==> config.mk <==
export PLATFORM = sky130hd
export DESIGN_NAME = pipeline_ctrl
export DESIGN_NICKNAME = d
export VERILOG_FILES = /design/src/rtl/pipe_ctrl_pkg.sv /design/src/rtl/pipe_perf_counters.sv /design/src/rtl/pipeline_ctrl.sv
export SDC_FILE = /design/constraint.sdc
export NUM_CORES = 1
export LEC_CHECK = 0
export ABC_AREA = 1
export CORE_MARGIN = 3
export CORE_UTILIZATION = 38
export CTS_BUF_LIST = sky130_fd_sc_hd__clkbuf_16
export CTS_CLUSTER_DIAMETER = 150
export DETAILED_ROUTE_END_ITERATION = 8
export PLACE_DENSITY = 0.88
export SLEW_MARGIN = 10
export SYNTH_ARGS = -nofsm -noshare
export SYNTH_HDL_FRONTEND = slang
export SYNTH_SLANG_ARGS = --single-unit
==> constraint.sdc <==
create_clock -name clk -period 5 [get_ports clk]
set_input_delay 1 -clock clk [delete_from_list [all_inputs] [get_ports clk]]
set_output_delay 1 -clock clk [all_outputs]
set_load 0.02 [all_outputs]
==> src/rtl/pipe_ctrl_pkg.sv <==
// Shared types and constants for the 5-stage pipeline sequencer.
package pipe_ctrl_pkg;

  typedef enum logic [2:0] {
    StBoot,
    StRun,
    StFreeze,
    StDrain,
    StHalted
  } pipe_state_e;

  localparam int unsigned NUM_STAGES  = 4;
  localparam int unsigned STG_IF_ID  = 0;
  localparam int unsigned STG_ID_EX  = 1;
  localparam int unsigned STG_EX_MEM = 2;
  localparam int unsigned STG_MEM_WB = 3;

endpackage

==> src/rtl/pipe_perf_counters.sv <==
// Free-running pipeline performance counters; each wraps modulo 2^CNT_W.
module pipe_perf_counters #(
  parameter int unsigned CNT_W = 32
) (
  input  logic             clk,
  input  logic             rst_n,
  input  logic             cycle_inc,
  input  logic             retire_inc,
  input  logic             stall_inc,
  input  logic             flush_inc,
  output logic [CNT_W-1:0] cycle_cnt,
  output logic [CNT_W-1:0] retire_cnt,
  output logic [CNT_W-1:0] stall_cnt,
  output logic [CNT_W-1:0] flush_cnt
);

  always_ff @(posedge clk or negedge rst_n) begin
    if (!rst_n) begin
      cycle_cnt  <= '0;
      retire_cnt <= '0;
      stall_cnt  <= '0;
      flush_cnt  <= '0;
    end else begin
      if (cycle_inc)  cycle_cnt  <= cycle_cnt + CNT_W'(1);
      if (retire_inc) retire_cnt <= retire_cnt + CNT_W'(1);
      if (stall_inc)  stall_cnt  <= stall_cnt + CNT_W'(1);
      if (flush_inc)  flush_cnt  <= flush_cnt + CNT_W'(1);
    end
  end

endmodule

==> src/rtl/pipeline_ctrl.sv <==
// Pipeline sequencer: stage enables/valids, freeze, flush, stall and halt drain.
// Perf counters are built only when PIPE_PERF_CNT_EN is defined.
module pipeline_ctrl
  import pipe_ctrl_pkg::*;
#(
  parameter int unsigned MEM_STALL_MAX = 64,
  parameter int unsigned CNT_W         = 32
) (
  input  logic             clk,
  input  logic             rst_n,
  input  logic             imem_ready,
  input  logic             stall_req,
  input  logic             if_id_flush_req,
  input  logic             id_ex_flush_req,
  input  logic             redirect,
  input  logic             dmem_busy,
  input  logic             halt_req,
  output logic             pc_en,
  output logic             pc_sel,
  output logic             if_id_en,
  output logic             id_ex_en,
  output logic             ex_mem_en,
  output logic             mem_wb_en,
  output logic             if_id_valid,
  output logic             id_ex_valid,
  output logic             ex_mem_valid,
  output logic             mem_wb_valid,
  output logic             wb_commit,
  output logic             halted,
  output logic             mem_timeout,
  output logic [CNT_W-1:0] cycle_cnt,
  output logic [CNT_W-1:0] retire_cnt,
  output logic [CNT_W-1:0] stall_cnt,
  output logic [CNT_W-1:0] flush_cnt
);

  localparam int unsigned BcW = $clog2(MEM_STALL_MAX + 1);

  pipe_state_e           state_q, state_d, ret_q, ret_d;
  logic [BcW-1:0]        busy_cnt_q, busy_cnt_d;
  logic                  halt_q, timeout_q, timeout_d, halted_q;
  logic [NUM_STAGES-1:0] valid_q, valid_d, en;
  logic                  active, freeze, adv, stall, flush_any, halt_pend;

  always_comb begin
    active    = (state_q == StRun) || (state_q == StDrain) || (state_q == StFreeze);
    freeze    = active && dmem_busy;
    adv       = active && !dmem_busy;
    halt_pend = halt_req || halt_q;
    flush_any = if_id_flush_req || id_ex_flush_req || redirect;
    stall     = adv && stall_req && !flush_any;

    en      = '0;
    pc_en   = 1'b0;
    pc_sel  = 1'b0;
    valid_d = valid_q;
    if (freeze) begin
      // The WB instruction retired on entry; drop it so it cannot commit twice.
      valid_d[STG_MEM_WB] = 1'b0;
    end else if (adv) begin
      en[STG_ID_EX]       = 1'b1;
      en[STG_EX_MEM]      = 1'b1;
      en[STG_MEM_WB]      = 1'b1;
      valid_d[STG_MEM_WB] = valid_q[STG_EX_MEM];
      valid_d[STG_EX_MEM] = valid_q[STG_ID_EX];
      if (stall) begin
        valid_d[STG_ID_EX] = 1'b0;
      end else begin
        en[STG_IF_ID]      = 1'b1;
        pc_sel             = redirect;
        pc_en              = !halt_pend && (redirect || imem_ready);
        valid_d[STG_ID_EX] = valid_q[STG_IF_ID] && !id_ex_flush_req;
        valid_d[STG_IF_ID] = imem_ready && !halt_pend && !if_id_flush_req;
      end
    end

    state_d    = state_q;
    ret_d      = ret_q;
    busy_cnt_d = busy_cnt_q;
    timeout_d  = timeout_q;
    case (state_q)
      StBoot: state_d = StRun;
      StRun, StDrain: begin
        if (dmem_busy) begin
          ret_d      = state_q;
          busy_cnt_d = BcW'(1);
          if (MEM_STALL_MAX <= 1) begin
            timeout_d = 1'b1;
            state_d   = StHalted;
          end else begin
            state_d = StFreeze;
          end
        end else if (state_q == StRun && halt_pend) begin
          state_d = StDrain;
        end else if (state_q == StDrain && valid_q == '0) begin
          state_d = StHalted;
        end
      end
      StFreeze: begin
        if (dmem_busy) begin
          busy_cnt_d = busy_cnt_q + BcW'(1);
          if (busy_cnt_d == BcW'(MEM_STALL_MAX)) begin
            timeout_d = 1'b1;
            state_d   = StHalted;
          end
        end else begin
          busy_cnt_d = '0;
          state_d    = halt_pend ? StDrain : ret_q;
        end
      end
      StHalted: state_d = StHalted;
      default:  state_d = StBoot;
    endcase
    if (state_d == StHalted) valid_d = '0;
  end

  always_ff @(posedge clk or negedge rst_n) begin
    if (!rst_n) begin
      state_q    <= StBoot;
      ret_q      <= StRun;
      busy_cnt_q <= '0;
      halt_q     <= 1'b0;
      timeout_q  <= 1'b0;
      halted_q   <= 1'b0;
      valid_q    <= '0;
    end else begin
      state_q    <= state_d;
      ret_q      <= ret_d;
      busy_cnt_q <= busy_cnt_d;
      halt_q     <= halt_pend;
      timeout_q  <= timeout_d;
      halted_q   <= (state_d == StHalted);
      valid_q    <= valid_d;
    end
  end

  assign if_id_en     = en[STG_IF_ID];
  assign id_ex_en     = en[STG_ID_EX];
  assign ex_mem_en    = en[STG_EX_MEM];
  assign mem_wb_en    = en[STG_MEM_WB];
  assign if_id_valid  = valid_q[STG_IF_ID];
  assign id_ex_valid  = valid_q[STG_ID_EX];
  assign ex_mem_valid = valid_q[STG_EX_MEM];
  assign mem_wb_valid = valid_q[STG_MEM_WB];
  assign wb_commit    = valid_q[STG_MEM_WB] && (state_q != StFreeze);
  assign halted       = halted_q;
  assign mem_timeout  = timeout_q;

`ifdef PIPE_PERF_CNT_EN
  pipe_perf_counters #(
    .CNT_W(CNT_W)
  ) u_perf (
    .clk       (clk),
    .rst_n     (rst_n),
    .cycle_inc (state_q != StHalted),
    .retire_inc(wb_commit),
    .stall_inc (stall || freeze),
    .flush_inc (adv && redirect),
    .cycle_cnt (cycle_cnt),
    .retire_cnt(retire_cnt),
    .stall_cnt (stall_cnt),
    .flush_cnt (flush_cnt)
  );
`else
  assign cycle_cnt  = '0;
  assign retire_cnt = '0;
  assign stall_cnt  = '0;
  assign flush_cnt  = '0;
`endif

endmodule

# Word level (Yosys, flattened, before mapping)
# Index checks and enable logic that the tools add are counted.
# word_totals
latchBits,0
ramBits,0
rom_bits,0
input_bits,9
mem_count,0
ff_bits,20
# op_classes
n_bitwise,0
n_mux,25
magnitude_cmp,0
div,0
add_sub_neg,1
eq_ne,10
shift,0
multipliers,0
n_reduce_logical,33
# ops
op,n
2-to-1 mux 3 bit,7
2-to-1 mux 4 bit,4
2-to-1 mux 7 bit,2
case mux 7 bit (2 select lines),1
case mux 3 bit (4 select lines),1
logical AND 1 bit,11
2-to-1 mux 1 bit,10
"adder 7 x 1 -> 7 bit, second input constant",1
"== test 7 bit, second input constant",1
"== test 3 x 2 -> 1 bit, second input constant",2
"== test 3 bit, second input constant",2
logical OR 1 bit,6
AND reduction 2 bit,3
AND reduction 3 bit,2
zero test 1 bit,5
zero test 4 bit,1
"!= test 2 x 1 -> 1 bit, second input constant",2
nonzero test 2 bit,2
"== test 3 x 1 -> 1 bit, second input constant",1
zero test 3 bit,1
"!= test 3 x 2 -> 1 bit, second input constant",1
nonzero test 3 bit,1
"!= test 2 bit, second input constant",1
OR reduction 2 bit,1

# Longest topological paths before layout
# Gate-level depths: netlist of the first run.
# depth
ltp_word,10
depth_mapped,13
ltp_nobuf,13

# Worst setup path after synthesis of the first run
# No wires, ideal clock.
# synth_path
kind,input-to-output
from,in dmem_busy
to,out pc_en
n_path_buf,0
cell_stages,7
t_arrival_ns,2.311
setup_slack_ns,1.689
cell_sequence,inv_1 > nand2_2 > inv_1 > and3_1 > nor2_2 > inv_2 > nor3_1
# synth_via
elab_chain_len,7
word_cells_on_any_way,8
# synth_lines
element,line,text
from (decl),pipeline_ctrl.sv:16,"input logic dmem_busy,"
zero test 1 bit,pipeline_ctrl.sv:48,adv = active && !dmem_busy;
logical AND 1 bit,pipeline_ctrl.sv:48,
logical AND 1 bit (2 in series),pipeline_ctrl.sv:51,stall = adv && stall_req && !flush_any;
2-to-1 mux 1 bit,pipeline_ctrl.sv:66,if (stall) begin
2-to-1 mux 1 bit,pipeline_ctrl.sv:60,end else if (adv) begin
2-to-1 mux 1 bit (*),pipeline_ctrl.sv:57,if (freeze) begin
to (decl),pipeline_ctrl.sv:18,"output logic pc_en,"
# Every way passes the cells marked *; elsewhere a longest branch is shown, timed or not.

# Worst setup path in the final report of the first run
# Ends and elaborated chain as after synthesis.

==> results of run 1 <==
[stage by stage]
step                      cell area (sq um)  power (mW)  setup WS (ps)  hold slack (ps)  cells
final                                  1970       0.875            819              473    365
after detailed placement               1870       0.636            845              465    361
after global routing                   1970       0.923            688              519    365
after CTS                              1970       0.869            841              484    365
after global placement                 1870       0.626            980              455    361
after floorplan                        2550       0.612           1690              436    400
[critical path, delay by kind of cell]
family | cells | cell delay, ps
buffers and inverters | 5 | 1540
and+or+nand+nor | 4 | 630
[path summary, 6_finish.rpt]
path,from,end,cells past startpoint,slack [ps]
worst max-delay path,dmem_busy,pc_en,9,820
worst min-delay path,mem_timeout$_DFFE_PN0P_,mem_timeout$_DFFE_PN0P_,1,470
worst max register to register,busy_cnt_q[0]$_DFFE_PN0P_,valid_q[1]$_DFFE_PN0P_,13,3130
worst min register to register,mem_timeout$_DFFE_PN0P_,mem_timeout$_DFFE_PN0P_,1,470
max in group asynchronous,rst_n,valid_q[0]$_DFFE_PN0P_,1,3240
min in group asynchronous,rst_n,busy_cnt_q[5]$_DFFE_PN0P_,1,1230
[cell families (layout without fill, tap and decap cells)]
logic type | after synthesis | after routing | synth area share [%]
DFF | 20 | 20 | 24.2
xor gates and xnor gates | 1 | 1 | 0.423
and+or+nand+nor | 75 | 75 | 16.9
adders and majority gates | 1 | 1 | 0.604
buffers and inverters | 154 | 49 | 51.5
AOI/OAI and AO/OA | 21 | 21 | 6.17
other | 1 | 128 | 0.181
[Yosys cell counts]
library cell and n:
nand3_2 3, a32o_1 1, conb_1 1, nand2_2 2
o21bai_1 2, a31oi_1 2, nor2_1 16, nor2_4 1
nor3_1 2, o22ai_1 1, inv_2 2, a21oi_1 2
buf_4 130, o31ai_1 1, or2_1 1, o21ai_1 1
dfrtp_1 19, xor2_1 1, nor2_2 4, and3_1 1
o21ai_2 1, nand2_1 32, ha_1 1, nand4_1 2
inv_1 22, dfstp_2 1, a22oi_1 1, nand3_1 11
o21ai_0 9
[routing by layer]
| layer | wire length, um | part of all wire [%] |
|---|---|---|
| met2 | 1860 | 52 |
| met1 | 1130 | 32 |
| met3 | 492 | 14 |
| met5 | 0 | 0 |
| met4 | 102 | 2.8 |
[layout by cell type (no fill, tap or decap), types with 2 or more instances in the layout]
cell	instances
a21oi_1	2
a31oi_1	2
clkbuf_16	3
clkdlybuf4s50_1	21
conb_1	128
dfrtp_1	19
inv_1	22
inv_2	2
nand2_1	32
nand2_2	2
nand3_1	11
nand3_2	3
nand4_1	2
nor2_1	16
nor2_2	4
nor3_1	2
o21ai_0	9
o21bai_1	2
[power by group]
part	internal (mW)	total [mW]	leakage [nW]	switching, mW
clock network	0.159	0.223	0.0511	0.0639
logic	0.122	0.415	0.798	0.293
registers	0.198	0.237	0.257	0.0390
total	0.479	0.875	1.11	0.396
[cell type report]
| type | instances | share of cell area, % |
|---|---|---|
| tap | 70 | 4.44 |
| multi-input combinational | 226 | 49.6 |
| timing repair buffer | 21 | 10.7 |
| sequential | 20 | 25.4 |
| inverter | 24 | 4.57 |
| clock buffer | 3 | 3.80 |
| clock inverter | 1 | 1.52 |
[flip-flops by register name, indices dropped and copies added (netlist names)]
register     flops
halt_q           1
state_q          3
valid_q          4
halted           1
ret_q            3
mem_timeout      1
busy_cnt_q       7
==> summary.txt, run 1 <==
status: complete, no violations
Crit path arrival time: 3180 ps
Routed WL: 3590 um
met2 Usage GRT: 18.5%
Num CTS Buffers: 3
met3 usage: 1.35%
sequential area share after synthesis: 24.2%
Tcrit/Tclk final: 83.6%
hold bufs inserted after CTS: 0
fin crit period: 4180 ps
Vias/cell: 3.83
number of max-cap violations: 0
diodes inserted: 0
maximum vdd drop: 0.000352 V
total gr overflow: 0
share of cells above drive strength 1: 6.10%
Ys Warns: 0
# nets final: 306
worst slew pin tran: 851 ps
largest cells by area after synthesis: buf_4, dfrtp_1, nand2_1, inv_1, nor2_1
Largest stage delay, worst path: 640 ps
drt drc: 0
post-cts gate resize count: 0
hold crit path type: reg2reg
worst skew pair latency: 260 ps
pwr dens: 444 nW/um^2
post-synthesis register bit count: 20
met1 Resource Use GR: 9.93%
Cell variety after synth: 29
Max-slew headroom: 43.1%
starting density of the core: 40.0%
setup TNS: 0 ps
critical path peak fanout: 7
fillers: 512
FP Rows: 26
DRT iter0 DRCs: 75
via count: 1,399
Critical Path Slowest Stage Cell: clkdlybuf4s50_1
final setup violation count: 0
largest net degree at the start of global routing: 21
number of global-route vias before repair: 1,136
Synth top area share: 47.2%
clk_skew: 4.03 ps
Final Hold Vio Count: 0
fin util: 38.1%
worst path required time: 4000 ps
clock tree root driver cell: clkbuf_16
CTS tree: built
I/O Pins: 150
final slew viol count: 0
CTS H-tree depth: 1
Post-DP HPWL: 2690 um
port bufs: 21
area grow syn2layout: -4.66%
Post-CTS Setup Inserts: 0
mean routed wirelength per cell: 9.83 um
Sequential Area: 502 sq um
cell area after synthesis: 2070 sq um
Core ar.: 5170 sq um
RSZ-0062 raised after global routing: no
CTS clk-pin slew, worst paths: 60 ps
Sink Count: 20
DR pass1 iterations: 5
initial antenna violation count: 0
Post-Synthesis Cells: 273
clock tree buffer depth: 2
startpoint types: input port
static leakage: 1.11 nW
Chip Width: 79.8 um
first-pass GRT wire length: 4890 um
Die Area: 6370 sq um
all-layer global routing usage: 9.49%
Syn Area/Cell: 7.58 sq um
post-route antenna net violation count: 0
crit path kind: in2out
Multi-input gate area: 978 sq um
cell taking the most area after synthesis: buf_4
kind of end point of the critical path: output port
Fmax: 239 MHz
Die Y: 79.8 um
GP Congestion: 0.791
CP Cell Sequence: clkdlybuf4s50_1 -> inv_1 -> nand2_2 -> inv_1 -> and3_1 -> nor2_2 -> inv_2 -> nor3_1 -> clkdlybuf4s50_1
GRT busiest layer: met2
Power figures use the tool's default switching activity.
==> inputs of run 2 (changes only) <==
--- a/config.mk
+++ b/config.mk
@@ -7,11 +7,11 @@
 export LEC_CHECK = 0
 export ABC_AREA = 1
 export CORE_MARGIN = 3
-export CORE_UTILIZATION = 38
+export CORE_UTILIZATION = 35
 export CTS_BUF_LIST = sky130_fd_sc_hd__clkbuf_16
 export CTS_CLUSTER_DIAMETER = 150
 export DETAILED_ROUTE_END_ITERATION = 8
-export PLACE_DENSITY = 0.88
+export PLACE_DENSITY = 0.82
 export SLEW_MARGIN = 10
 export SYNTH_ARGS = -nofsm -noshare
 export SYNTH_HDL_FRONTEND = slang
==> constraint.sdc (replaced) <==
create_clock -name clk -period 4.25 [get_ports clk]
set_input_delay 0.85 -clock clk [delete_from_list [all_inputs] [get_ports clk]]
set_output_delay 0.85 -clock clk [all_outputs]
set_load 0.02 [all_outputs]
==> run 2 against run 1 <==
Against the previous run:
- flip-flop and latch count did not move
- die area rose by 7.9%
- power rose by 8.7%
- via count fell by 2.3%
- register-to-register slack got worse by 760 ps
- sequential share of layout area rose by 0.31 points
- setup slack got worse by 360 ps
- utilization fell by 3.4 points
- first-iteration DRC count fell by 71%
- global-route usage fell by 1.0 points
- highest routed layer unchanged
- critical endpoint unchanged
==> summary.txt, run 2 (synthesis results as in run 1) <==
reg2reg end: valid_q[1]$_DFFE_PN0P_
fin crit period: 3790 ps
all-layer global routing usage: 8.45%
worst hold endpoint: mem_timeout$_DFFE_PN0P_
Worst Hold Launch: mem_timeout$_DFFE_PN0P_
largest net degree at the start of global routing: 21
Max-slew headroom: 40.6%
commonest non-fill, non-tap cell in the layout: conb_1
post-route antenna net violation count: 0
RSZ-0062 raised after global routing: no
status: complete, no violations
Chip Width: 82.9 um
maximum vdd drop: 0.000352 V
# nets final: 306
Tcrit/Tclk final: 89.2%
hold bufs inserted after CTS: 0
total gr overflow: 0
Final Hold Vio Count: 0
Worst setup startpoint: dmem_busy
Crit path arrival time: 2940 ps
Routed WL: 3300 um
CTS tree: built
Fmax: 264 MHz
Reg with most FFs: busy_cnt_q
initial antenna violation count: 0
final setup violation count: 0
FF-to-FF Start: busy_cnt_q[0]$_DFFE_PN0P_
hold crit path type: reg2reg
port bufs: 21
Hold WS: 480 ps
post-cts gate resize count: 0
number of max-cap violations: 0
final slew viol count: 0
kind of end point of the critical path: output port
drt drc: 0
Post-DP HPWL: 2730 um
CTS clk-pin slew, worst paths: 50 ps
area grow syn2layout: -5.80%
starting density of the core: 36.9%
setup TNS: 0 ps
DRT iter0 DRCs: 22
crit path kind: in2out
Die Area: 6870 sq um
via count: 1,367
GP Congestion: 0.800
Die Y: 82.9 um
critical path peak fanout: 7
Core ar.: 5610 sq um
clock tree root driver cell: clkbuf_16
Vias/cell: 3.72
Largest regs: busy_cnt_q x7, valid_q x4
DR pass1 iterations: 4
share of cells above drive strength 1: 5.76%
WHS Path Cells: 1
diodes inserted: 0
mean routed wirelength per cell: 8.99 um
worst skew pair latency: 260 ps
most frequent cells in the layout: conb_1, nand2_1, inv_1
FP Rows: 27
Sink Count: 20
worst path required time: 3400 ps
clock tree buffer depth: 2
r2r setup slk: 2370 ps
startpoint types: input port
I/O Pins: 150
worst slew pin tran: 888 ps
number of global-route vias before repair: 1,076
pwr dens: 488 nW/um^2
Worst Reg-to-Reg Cells: 13
Num CTS Buffers: 3
first-pass GRT wire length: 4750 um
Post-CTS Setup Inserts: 0
static leakage: 1.10 nW
max reg flops: 7
clk_skew: 3.70 ps
CTS H-tree depth: 1
run 2: cell types whose count changed in the layout (fill, tap and decap cells not counted):
cell,before,now
inv_1,22,23
bufinv_16,1,0
run 2: report_power, final:
group,switching (mW),leakage (nW),internal (mW),total (mW)
clock,0.0740,0.0423,0.126,0.200
combinational,0.332,0.798,0.144,0.476
sequential,0.0431,0.257,0.233,0.276
run 2: layout make-up:
cell class	instances	area, sq um
Fill cell	596	3660
Multi-Input combinational cell	226	978
Sequential cell	20	502
Timing Repair Buffer	21	210
Inverter	24	90.1
Tap cell	72	90.1
Clock buffer	3	75.1
Clock inverter	1	3.75
run 2: per-stage QoR:
step | worst slack (ps) | instance area, sq um | std cells | power, mW | utilization [%]
4_1_cts | 457 | 1950 | 367 | 0.951 | 34.8
2_1_floorplan | 1240 | 2550 | 400 | 0.720 | -
5_1_grt | 259 | 1950 | 367 | 1.02 | 34.8
6_report | 460 | 1950 | 367 | 0.951 | 34.8
3_3_place_gp | 527 | 1870 | 363 | 0.737 | 33.4
3_5_place_dp | 456 | 1870 | 363 | 0.751 | 33.4
run 2: how the worst max path moves through the flow:
stage,endpoint,slack [ps],cells after the start
2_1_floorplan,pc_en,1240,7
3_3_place_gp,pc_en,530,9
3_5_place_dp,pc_en,460,9
4_1_cts,pc_en,460,9
5_1_grt,pc_en,260,9
6_report,pc_en,460,9
run 2: routing by layer:
layer	global-route usage (%)	share of wire, %
met5	0	0
met4	3.86	1.6
met3	2.98	13
met2	15.4	54
met1	8.59	32
run 2: critical path, stage by stage:
cell,delay [ps]
clkdlybuf4s50_1,560
inv_1,150
nand2_2,170
inv_1,100
and3_1,160
nor2_2,140
inv_2,60
nor3_1,120
clkdlybuf4s50_1,630
